## src/rtl/bvb_pkg.sv

```systemverilog
// Shared constants and types for the broadcast-vector-buffer section scheduler.
package bvb_pkg;

  localparam int DEF_CHANNEL_NUM  = 4;
  localparam int DEF_COL_ID_SIZE  = 10;
  localparam int DEF_COUNTER_BITS = 3;
  localparam int DEF_SECTIONS     = 8;
  localparam int DEF_ADDR_BITS    = 7;
  localparam int RAM_LATENCY      = 1;
  localparam int LANE_SHIFT       = 3;

  typedef enum logic [1:0] {
    ST_IDLE,
    ST_SWEEP,
    ST_DRAIN,
    ST_DONE
  } state_e;

endpackage

```

## src/rtl/bvb_section_sched_picker.sv

```systemverilog
// Round-robin section picker: first requesting section after ptr, wrapping modulo SECTIONS.
module rr_section_picker #(
  parameter int SECTIONS     = bvb_pkg::DEF_SECTIONS,
  parameter int COUNTER_BITS = bvb_pkg::DEF_COUNTER_BITS
) (
  input  logic [SECTIONS-1:0]     req_i,
  input  logic [COUNTER_BITS-1:0] ptr_i,
  output logic [COUNTER_BITS-1:0] sel_o,
  output logic                    any_o
);

  int idx;

  always_comb begin
    sel_o = '0;
    any_o = 1'b0;
    idx   = 0;
    // Search ptr+1 .. ptr so the most recently issued section has lowest priority.
    for (int i = 1; i <= SECTIONS; i++) begin
      idx = int'(ptr_i) + i;
      if (idx >= SECTIONS) idx = idx - SECTIONS;
      if (!any_o && req_i[idx]) begin
        any_o = 1'b1;
        sel_o = idx[COUNTER_BITS-1:0];
      end
    end
  end

endmodule

```

## src/rtl/bvb_section_sched.sv

```systemverilog
// Vector-RAM section scheduler: issues one demanded section per cycle and grants matching channels.
module bvb_section_sched
  import bvb_pkg::*;
#(
  parameter int CHANNEL_NUM  = DEF_CHANNEL_NUM,
  parameter int COL_ID_SIZE  = DEF_COL_ID_SIZE,
  parameter int COUNTER_BITS = DEF_COUNTER_BITS,
  parameter int SECTIONS     = DEF_SECTIONS,
  parameter int ADDR_BITS    = DEF_ADDR_BITS
) (
  input  logic                               clk_i,
  input  logic                               rst_ni,
  input  logic                               start_i,
  input  logic [ADDR_BITS-1:0]               image_base_i,
  input  logic [CHANNEL_NUM*COL_ID_SIZE-1:0] id_i,
  input  logic [CHANNEL_NUM-1:0]             id_last_i,
  input  logic [CHANNEL_NUM-1:0]             id_empty_i,
  output logic [CHANNEL_NUM-1:0]             id_read_o,
  input  logic [CHANNEL_NUM-1:0]             val_full_i,
  output logic [CHANNEL_NUM-1:0]             val_wr_en_o,
  output logic [CHANNEL_NUM*COL_ID_SIZE-1:0] lane_off_o,
  output logic [ADDR_BITS-1:0]               ram_addr_o,
  output logic                               ram_rd_en_o,
  output logic                               busy_o,
  output logic                               image_done_o,
  output logic                               sec_err_o
);

  typedef logic [CHANNEL_NUM-1:0][COL_ID_SIZE-1:0] id_vec_t;

  localparam logic [COUNTER_BITS:0] SEC_LIM = (COUNTER_BITS + 1)'(SECTIONS);

  state_e                  state_q, state_d;
  logic                    sweep;
  logic [ADDR_BITS-1:0]    base_q;
  logic [COUNTER_BITS-1:0] ptr_q, sel;
  logic                    any;
  logic [CHANNEL_NUM-1:0]  fin_q, val_wr_en_q, eligible, grant, bad;
  logic [SECTIONS-1:0]     req;
  logic [COUNTER_BITS-1:0] head_sec [CHANNEL_NUM];
  logic                    live, in_range;
  logic                    sec_err_q;
  id_vec_t                 id_v, lane_off_q;

  assign id_v = id_i;

  // NOTE: every always_comb output gets a default first so no path leaves it unassigned (no latch).
  always_comb begin
    req      = '0;
    eligible = '0;
    bad      = '0;
    live     = 1'b0;
    in_range = 1'b0;
    for (int c = 0; c < CHANNEL_NUM; c++) begin
      head_sec[c] = id_v[c][COL_ID_SIZE-1 -: COUNTER_BITS];
      in_range    = {1'b0, head_sec[c]} < SEC_LIM;
      live        = sweep && !id_empty_i[c] && !fin_q[c];
      // pend (last cycle's val_wr_en) keeps a channel out until its val_full reflects that write.
      eligible[c] = live && in_range && !val_full_i[c] && !val_wr_en_q[c];
      bad[c]      = live && !in_range;
      if (eligible[c]) req[head_sec[c]] = 1'b1;
    end
  end

  rr_section_picker #(
    .SECTIONS     (SECTIONS),
    .COUNTER_BITS (COUNTER_BITS)
  ) u_picker (
    .req_i (req),
    .ptr_i (ptr_q),
    .sel_o (sel),
    .any_o (any)
  );

  always_comb begin
    grant = '0;
    for (int c = 0; c < CHANNEL_NUM; c++) begin
      grant[c] = eligible[c] && (head_sec[c] == sel);
    end
  end

  assign id_read_o   = grant;
  assign ram_rd_en_o = any;
  assign ram_addr_o  = any ? base_q + ADDR_BITS'(sel) : '0;
  assign val_wr_en_o = val_wr_en_q;
  assign lane_off_o  = lane_off_q;
  assign sec_err_o   = sec_err_q;

  // NOTE: sequential state uses non-blocking assignments so every register samples pre-edge values.
  always_ff @(posedge clk_i or negedge rst_ni) begin
    if (!rst_ni) state_q <= ST_IDLE;
    else         state_q <= state_d;
  end

  always_comb begin
    state_d = state_q;
    unique case (state_q)
      ST_IDLE:  if (start_i) state_d = ST_SWEEP;
      ST_SWEEP: if (&fin_q)  state_d = ST_DRAIN;
      ST_DRAIN: state_d = ST_DONE;
      ST_DONE:  state_d = ST_IDLE;
      default:  state_d = ST_IDLE;
    endcase
  end

  always_comb begin
    sweep        = (state_q == ST_SWEEP);
    busy_o       = (state_q != ST_IDLE);
    image_done_o = (state_q == ST_DONE);
  end

  // Grant results land one cycle later to line up with the RAM_LATENCY-cycle read data.
  always_ff @(posedge clk_i or negedge rst_ni) begin
    if (!rst_ni) begin
      base_q      <= '0;
      ptr_q       <= COUNTER_BITS'(SECTIONS - 1);
      fin_q       <= '0;
      val_wr_en_q <= '0;
      lane_off_q  <= '0;
      sec_err_q   <= 1'b0;
    end else begin
      val_wr_en_q <= grant;
      for (int c = 0; c < CHANNEL_NUM; c++) begin
        if (grant[c]) lane_off_q[c] <= id_v[c] << LANE_SHIFT;
      end
      if (any) ptr_q <= sel;
      if (state_q == ST_IDLE && start_i) begin
        base_q <= image_base_i;
        fin_q  <= '0;
      end else begin
        fin_q <= fin_q | (grant & id_last_i);
      end
      if (|bad) sec_err_q <= 1'b1;
    end
  end

endmodule

```

## config.mk

```make
export PLATFORM = sky130hd
export DESIGN_NAME = bvb_section_sched
export DESIGN_NICKNAME = d
export VERILOG_FILES = /design/src/rtl/bvb_pkg.sv /design/src/rtl/bvb_section_sched_picker.sv /design/src/rtl/bvb_section_sched.sv
export SDC_FILE = /design/constraint.sdc
export NUM_CORES = 1
export LEC_CHECK = 0
export CORE_MARGIN = 4
export CORE_UTILIZATION = 47
export DETAILED_ROUTE_END_ITERATION = 12
export GPL_TIMING_DRIVEN = 0
export HOLD_SLACK_MARGIN = 0.06
export PLACE_DENSITY_LB_ADDON = 0.05
export SLEW_MARGIN = 20
export SYNTH_ARGS = -nofsm -noshare
export SYNTH_HDL_FRONTEND = slang
export SYNTH_HIERARCHICAL = 1
export SYNTH_SLANG_ARGS = --single-unit
```

## constraint.sdc

```tcl
create_clock -name clk_i -period 5.9 [get_ports clk_i]
set_clock_uncertainty 0.05 [all_clocks]
set_input_delay 0.59 -clock clk_i [delete_from_list [all_inputs] [get_ports clk_i]]
set_output_delay 0.59 -clock clk_i [all_outputs]
set_load 0.01 [all_outputs]
```

== After elaboration in Yosys (flattened, before gate mapping) ==
Cells that the tools add are included.

* Flip-flop bits (word level): 48
* Logic and storage cells: 188
* Output and inout port bits: 59

* Bitwise gates (word level): 5
* Multiplexer cells: 65
* Add/sub/neg operators: 17
* Order comparisons: 24
* Reduce and logical (&&, ||, !) cells: 59
* Equal/unequal tests: 9

{| class="wikitable"
|+ Operator list
! kind !! count
|-
| $ge A32 B5 Y1 const B || 8
|-
| $lt A32 B5 Y1 const B || 8
|-
| $mux W32 || 8
|-
| $sub A32 B5 Y32 const B || 8
|-
| $logic_and A1 B1 Y1 || 32
|-
| $mux W8 || 4
|-
| $mux W1 || 28
|-
| $bmux W1 S3 || 8
|-
| $mux W3 || 8
|-
| $or A8 B8 Y8 || 3
|-
| $logic_not A1 Y1 || 23
|-
| $add A3 B3 Y4 const B || 4
|-
| $lt A3 B4 Y1 const B || 4
|-
| $demux W1 S3 || 4
|-
| $eq A3 B3 Y1 || 4
|-
| $ge A3 B1 Y1 const B || 4
|-
| $add A3 B2 Y4 const B || 2
|-
| $pmux W2 S4 || 1
|-
| $add A7 B3 Y7 || 1
|-
| $mux W7 || 1
|-
| $add A3 B4 Y5 const B || 1
|-
| $add A3 B1 Y4 const B || 1
|-
| $and A4 B4 Y4 || 1
|-
| $eq A2 B2 Y1 const B || 2
|-
| 10 further kinds || 11
|}

== Logic depth before layout (Yosys ltp) ==
* Depth in word-level cells: 42
* Depth in mapped cells: 18
* Depth with buffers taken out: 17

== Cells and area by module ==
The synthesis kept the hierarchy.

{| class="wikitable"
|+ By module, submodules not included
! module !! area an instance (sq um) !! times used !! cells an instance
|-
| bvb_section_sched || 2635.0 || 1 || 224
|-
| rr_section_picker || 953.4 || 1 || 105
|}

== Worst setup path after synthesis ==
No wires, ideal clock.

* Path type: reg2out
* Start point: reg state_q[1]
* End point: out ram_addr_o[5]
* Path buffers: 1
* Stages on the path, launching flop included: 18
* Data arrival time: 4116 ps
* Slack: 1144 ps
* Cell sequence: dfrtp_1 inv_1 ha_1 clkbuf_1 and2_1 nor2b_1 a311o_1 mux4_2 or3_1 and2_1 nor4_1 a211o_1 o211ai_2 ha_1 a21o_1 a21oi_1 or3_1 a21boi_0

* Longest elaborated chain between the ends: 39

{| class="wikitable"
|+ RTL lines
! item !! line !! source
|-
| from (decl) || bvb_section_sched.sv:33 || <nowiki>state_e state_q, state_d;</nowiki>
|-
| from (signal assigned) || bvb_section_sched.sv:92 || <nowiki>else state_q <= state_d;</nowiki>
|-
| $eq A2 B1 Y1 (*) || bvb_section_sched.sv:107 || <nowiki>sweep = (state_q == ST_SWEEP);</nowiki>
|-
| $logic_and A1 B1 Y1 (2 in a row) || bvb_section_sched.sv:57 || <nowiki>live = sweep && !id_empty_i[c] && !fin_q[c];</nowiki>
|-
| $logic_and A1 B1 Y1 (2 in a row) || bvb_section_sched.sv:59 || <nowiki>eligible[c] = live && in_range && !val_full_i[c] && !val_wr_en_q[c];</nowiki>
|-
| $mux W8 || bvb_section_sched.sv:61 || <nowiki>if (eligible[c]) req[head_sec[c]] = 1'b1;</nowiki>
|-
| $or A8 B8 Y8 (no source line) || - ||
|-
| $mux W8 || bvb_section_sched.sv:61 ||
|-
| $or A8 B8 Y8 (no source line) || - ||
|-
| $mux W8 || bvb_section_sched.sv:61 ||
|-
| [... 2 more ...] || - ||
|-
| net req[4] || bvb_section_sched.sv:39 || <nowiki>logic [SECTIONS-1:0] req;</nowiki>
|-
| [... 20 more ...] || - ||
|-
| $logic_and A1 B1 Y1 || bvb_section_sched_picker.sv:22 || <nowiki>if (!any_o && req_i[idx]) begin</nowiki>
|-
| $mux W1 || bvb_section_sched_picker.sv:22 ||
|-
| $logic_not A1 Y1 || bvb_section_sched_picker.sv:22 ||
|-
| $logic_and A1 B1 Y1 || bvb_section_sched_picker.sv:22 ||
|-
| $mux W3 (*) || bvb_section_sched_picker.sv:22 ||
|-
| net sel[1] || bvb_section_sched.sv:36 || <nowiki>logic [COUNTER_BITS-1:0] ptr_q, sel;</nowiki>
|-
| $add A7 B3 Y7 (*) || bvb_section_sched.sv:84 || <nowiki>assign ram_addr_o = any ? base_q + ADDR_BITS'(sel) : '0;</nowiki>
|-
| $mux W7 (*) || bvb_section_sched.sv:84 ||
|-
| to (decl) || bvb_section_sched.sv:22 || <nowiki>output logic [ADDR_BITS-1:0] ram_addr_o,</nowiki>
|}

Mark *: on every way through the listed nets, which the timed path passes. The rest lies on a longest branch. The select of a mux whose other input is x is not followed.

== Final worst setup path ==
* Start point: in val_full_i[3]
* End point: out ram_addr_o[4]

* Longest elaborated chain between the ends: 31

{| class="wikitable"
|+ RTL lines
! item !! line !! source
|-
| from (decl) || bvb_section_sched.sv:19 || <nowiki>input logic [CHANNEL_NUM-1:0] val_full_i,</nowiki>
|-
| $logic_not A1 Y1 (*) || bvb_section_sched.sv:59 ||
|-
| $logic_and A1 B1 Y1 (*) (2 in a row) || bvb_section_sched.sv:59 ||
|-
| $mux W8 (*) || bvb_section_sched.sv:61 ||
|-
| net req[2] || bvb_section_sched.sv:39 ||
|-
| $bmux W1 S3 || bvb_section_sched_picker.sv:22 ||
|-
| $mux W1 (implied by the code) (2 in a row) || bvb_section_sched_picker.sv:22 ||
|-
| $mux W1 || bvb_section_sched_picker.sv:22 ||
|-
| $logic_not A1 Y1 || bvb_section_sched_picker.sv:22 ||
|-
| [... 15 more ...] || - ||
|-
| $logic_and A1 B1 Y1 || bvb_section_sched_picker.sv:22 ||
|-
| $mux W1 || bvb_section_sched_picker.sv:22 ||
|-
| $logic_not A1 Y1 || bvb_section_sched_picker.sv:22 ||
|-
| $logic_and A1 B1 Y1 || bvb_section_sched_picker.sv:22 ||
|-
| $mux W3 (*) || bvb_section_sched_picker.sv:22 ||
|-
| net sel[1] || bvb_section_sched.sv:36 ||
|-
| $add A7 B3 Y7 (*) || bvb_section_sched.sv:84 ||
|-
| $mux W7 (*) || bvb_section_sched.sv:84 ||
|}

Marks and branches as above.

==> key figures <==
Status
  – Outcome: finished, final reports clean

Die
  – Site Rows: 31
  – Die footprint: 9100 um2
  – Starting Density: 0.490
  – Die Y: 95.4 um
  – Die X: 95.4 um
  – Core ar.: 7330 um2
  – I/O Pins: 121

GRT
  – Vias in the first global route: 3298
  – Total grt overflow: 0
  – GRT Resource Usage Total: 0.229
  – First-pass GRT wire length: 16000 um
  – Antenna violations before repair: 0
  – Largest net degree at the start of global routing: 27

Clock tree
  – Clock sink count: 48
  – TritonCTS clock tree: done
  – CTS root buf: clkbuf_8
  – H-tree depth: 2
  – Reg clk slew, reported paths: 0.08 ns
  – Maximum clock insertion buffer count: 2
  – Clk_lat worst skew: 0.30 ns
  – CTS Hold Bufs: 0
  – Cts bufs inserted: 5

Placed design
  – Number of port buffers: 106
  – Placed cells: 547
  – HPWL Detailed: 7690 um
  – Routability-driven placement congestion ratio: 0.904

Routing
  – WL final: 10000 um
  – Vias per cell: 5.55
  – TritonRoute pass-1 iters: 4
  – Routed Antenna Nets: 0
  – Drt drc: 0
  – WL/cell: 17.8 um
  – Number of DRC markers in iteration 0: 92
  – DR vias: 3136

Logic synthesis
  – Synthesized area per cell: 10.9 um2
  – Netlist cell types: 60
  – EDFF count, synth: 0
  – Post-synthesis sequential area ratio: 0.336
  – Synth Warn #: 6
  – Synthesized area: 3590 um2
  – Most used DFF post-synth: dfrtp_1
  – Mapped Cells: 329
  – Async SR Flop Fraction: 1.00
  – Synth Register Bits: 48

Final layout
  – Share of cells above drive strength 1: 0.273
  – Final cell count without fillers: 565
  – Area of the multi-input gates: 2300 um2
  – Reg area: 1200 um2
  – Area Growth Syn to Fin: 42.0%
  – Nets@finish: 539
  – Final-layout fill cell count: 560
  – # diodes: 0

Critical path
  – Worst reg2reg startpoint: state_q[1]
  – Crit. End Element: output pin
  – CP Class: input port to output pin
  – RR Endpoint: lane_off_o[33]
  – Setup slack, reg-to-reg: 0.98 ns
  – Critical Path Start Type: input port
  – Crit path arrival time: 5.18 ns
  – Worst EP required: 5.26 ns
  – R2R cell count: 20
  – Worst-path fanout max: 7

Timing
  – Unrepaired setup endpoints after global routing: true
  – Final min period: 5.82 ns
  – Final hold viol count: 0
  – Slew @ Worst Pin: 0.618 ns
  – Slew HR: 0.585
  – Crit share post-route: 0.987
  – Final setup violation count: 0
  – Max Slew Vio Count: 0
  – Max Clk Rate: 172 MHz

Power
  – PwrDens: 412 nW/um2
  – Static leakage: 2.19 nW
  – Pwr Total: 2.10 mW
  – Max VDD drop: 0.279 mV

Min path
  – Worst Hold Class: input port to async pin

Run
  – Max-Cap Viols: 0
report_power, final:
group | total, mW | switching (mW) | internal, mW | leakage [nW]
sequential | 0.525 | 0.0772 | 0.448 | 0.622
combinational | 1.39 | 0.662 | 0.731 | 1.53
clock | 0.184 | 0.104 | 0.0808 | 0.0410
total | 2.10 | 0.842 | 1.26 | 2.19
cell usage after synthesis, drive strengths merged (2+ instances only):
| cell type | count | area [um2] |
|---|---|---|
| a211oi | 2 | 15.0 |
| a21o | 4 | 30.0 |
| a21oi | 2 | 10.0 |
| a221o | 4 | 40.0 |
| a22o | 2 | 18.8 |
| a311o | 4 | 40.0 |
| a31oi | 4 | 25.0 |
| a32oi | 2 | 17.5 |
| and2 | 11 | 68.8 |
| and3 | 2 | 13.8 |
| buf | 21 | 148 |
| clkbuf | 7 | 26.3 |
| dfrtp | 45 | 1130 |
| dfstp | 3 | 78.8 |
| ha | 10 | 125 |
| inv | 11 | 41.3 |
| mux2 | 45 | 507 |
| mux2i | 7 | 73.8 |
| mux4 | 14 | 315 |
| nand2 | 23 | 86.3 |
| nand2b | 7 | 43.8 |
| nand3 | 7 | 35.0 |
| nand3b | 2 | 15.0 |
| nand4 | 4 | 25.0 |
| nor2 | 8 | 30.0 |
| nor2b | 6 | 37.5 |
| nor3 | 4 | 25.0 |
| nor3b | 2 | 15.0 |
| nor4 | 7 | 104 |
| o21ai | 12 | 60.1 |
| o22ai | 6 | 37.5 |
| o32ai | 2 | 17.5 |
| or2 | 3 | 18.8 |
| or3 | 4 | 25.0 |
| xnor2 | 9 | 78.8 |
| xor2 | 10 | 87.6 |
routing by layer:
layer / GRT usage / part of all wire
met5: 0 / 0
met4: 0.0746 / 0.020
met3: 0.0702 / 0.082
met2: 0.410 / 0.52
met1: 0.258 / 0.38
per-stage QoR:
stage               setup slack (ns)  hold WS [ns]   util  area [um2]  setup TNS (ns)
floorplan                       1.14         0.244      -        3630               0
global placement              -0.304         0.436  0.657        4820          -0.994
detailed placement            -0.339         0.443  0.659        4830           -1.33
CTS                          0.00500         0.225  0.683        5000               0
global route                  -0.158         0.240  0.695        5100          -0.247
finish                        0.0756         0.213  0.695        5100               0
cells in the final DEF (no fill, tap or decap), types with 3 or more instances in the layout:
| cell | n |
|---|---|
| and2_1 | 11 |
| nand2_1 | 22 |
| or3_1 | 4 |
| inv_1 | 11 |
| dfrtp_1 | 45 |
| nor2b_1 | 5 |
| nand4_1 | 4 |
| clkbuf_1 | 4 |
| xnor2_1 | 9 |
| mux4_2 | 14 |
| o22ai_1 | 6 |
| dfstp_2 | 3 |
| conb_1 | 13 |
| nor2_1 | 8 |
| a21o_1 | 4 |
| nand3_1 | 6 |
| mux2_2 | 41 |
| nor3_1 | 3 |
| a31oi_1 | 3 |
| clkbuf_8 | 5 |
| clkdlybuf4s50_1 | 102 |
| mux2i_1 | 5 |
| clkbuf_4 | 3 |
| buf_2 | 4 |
| nand2b_1 | 7 |
| buf_4 | 26 |
| a311o_1 | 3 |
| xor2_1 | 10 |
| o21ai_0 | 11 |
| mux2_1 | 4 |
| nor4_4 | 5 |
| ha_1 | 9 |
worst max path at each step:
stage                   from            end  slack [ns]
6_report       val_full_i[3]  ram_addr_o[4]        0.08
5_1_grt           state_q[1]  ram_addr_o[4]       -0.16
4_1_cts        id_empty_i[2]  ram_addr_o[6]       0.005
2_1_floorplan     state_q[1]  ram_addr_o[5]        1.14
3_5_place_dp   id_empty_i[0]   id_read_o[3]       -0.34
3_3_place_gp   id_empty_i[2]   id_read_o[3]       -0.30
repair_timing:
action | CTS | global route
endpoints found under the setup margin | 8 | 10
pin swaps | 8 | 4
setup buffers | 7 | 4
gates resized for setup | 13 | 17
state kept, by name (all words and copies together), names as in the netlist:
name,cells
ptr_q,3
lane_off_o,28
base_q,7
fin_q,4
state_q,2
val_wr_en_o,4
critical path: stages:
cell and delay, ns:
clkdlybuf4s50_1 0.50, nor4_4 0.06, nand2_1 0.21, o32ai_1 0.18
a221o_1 0.32, buf_4 0.17, mux4_2 0.46, or3_1 0.39
and2_1 0.22, nor4_2 0.30, a211o_1 0.18, o211ai_4 0.10
fa_1 0.44, a21o_1 0.20, nand2_1 0.09, xnor2_1 0.10
and2_1 0.14, clkdlybuf4s50_1 0.53
area by class of cell:
type                    count  share of cell area
plain buffers              28              0.0366
clock buffers               6              0.0142
clock inverters             1            0.000982
inverters                  11             0.00810
multi-input cells         254               0.451
flip-flops and latches     48               0.236
well taps                  99              0.0243
repair buffers            118               0.228
cell families after synthesis:
family,after synthesis,synth area share
AND/OR/NAND/NOR,92,0.157
adder cells (fa/ha/maj),11,0.0404
other,1,0.00105
buffers and inverters,39,0.0600
multiplexers,66,0.250
AO/OA/AOI/OAI,53,0.109
XOR/XNOR,19,0.0464
flip-flops,48,0.336
No activity file was read; power rests on OpenSTA's default activity.
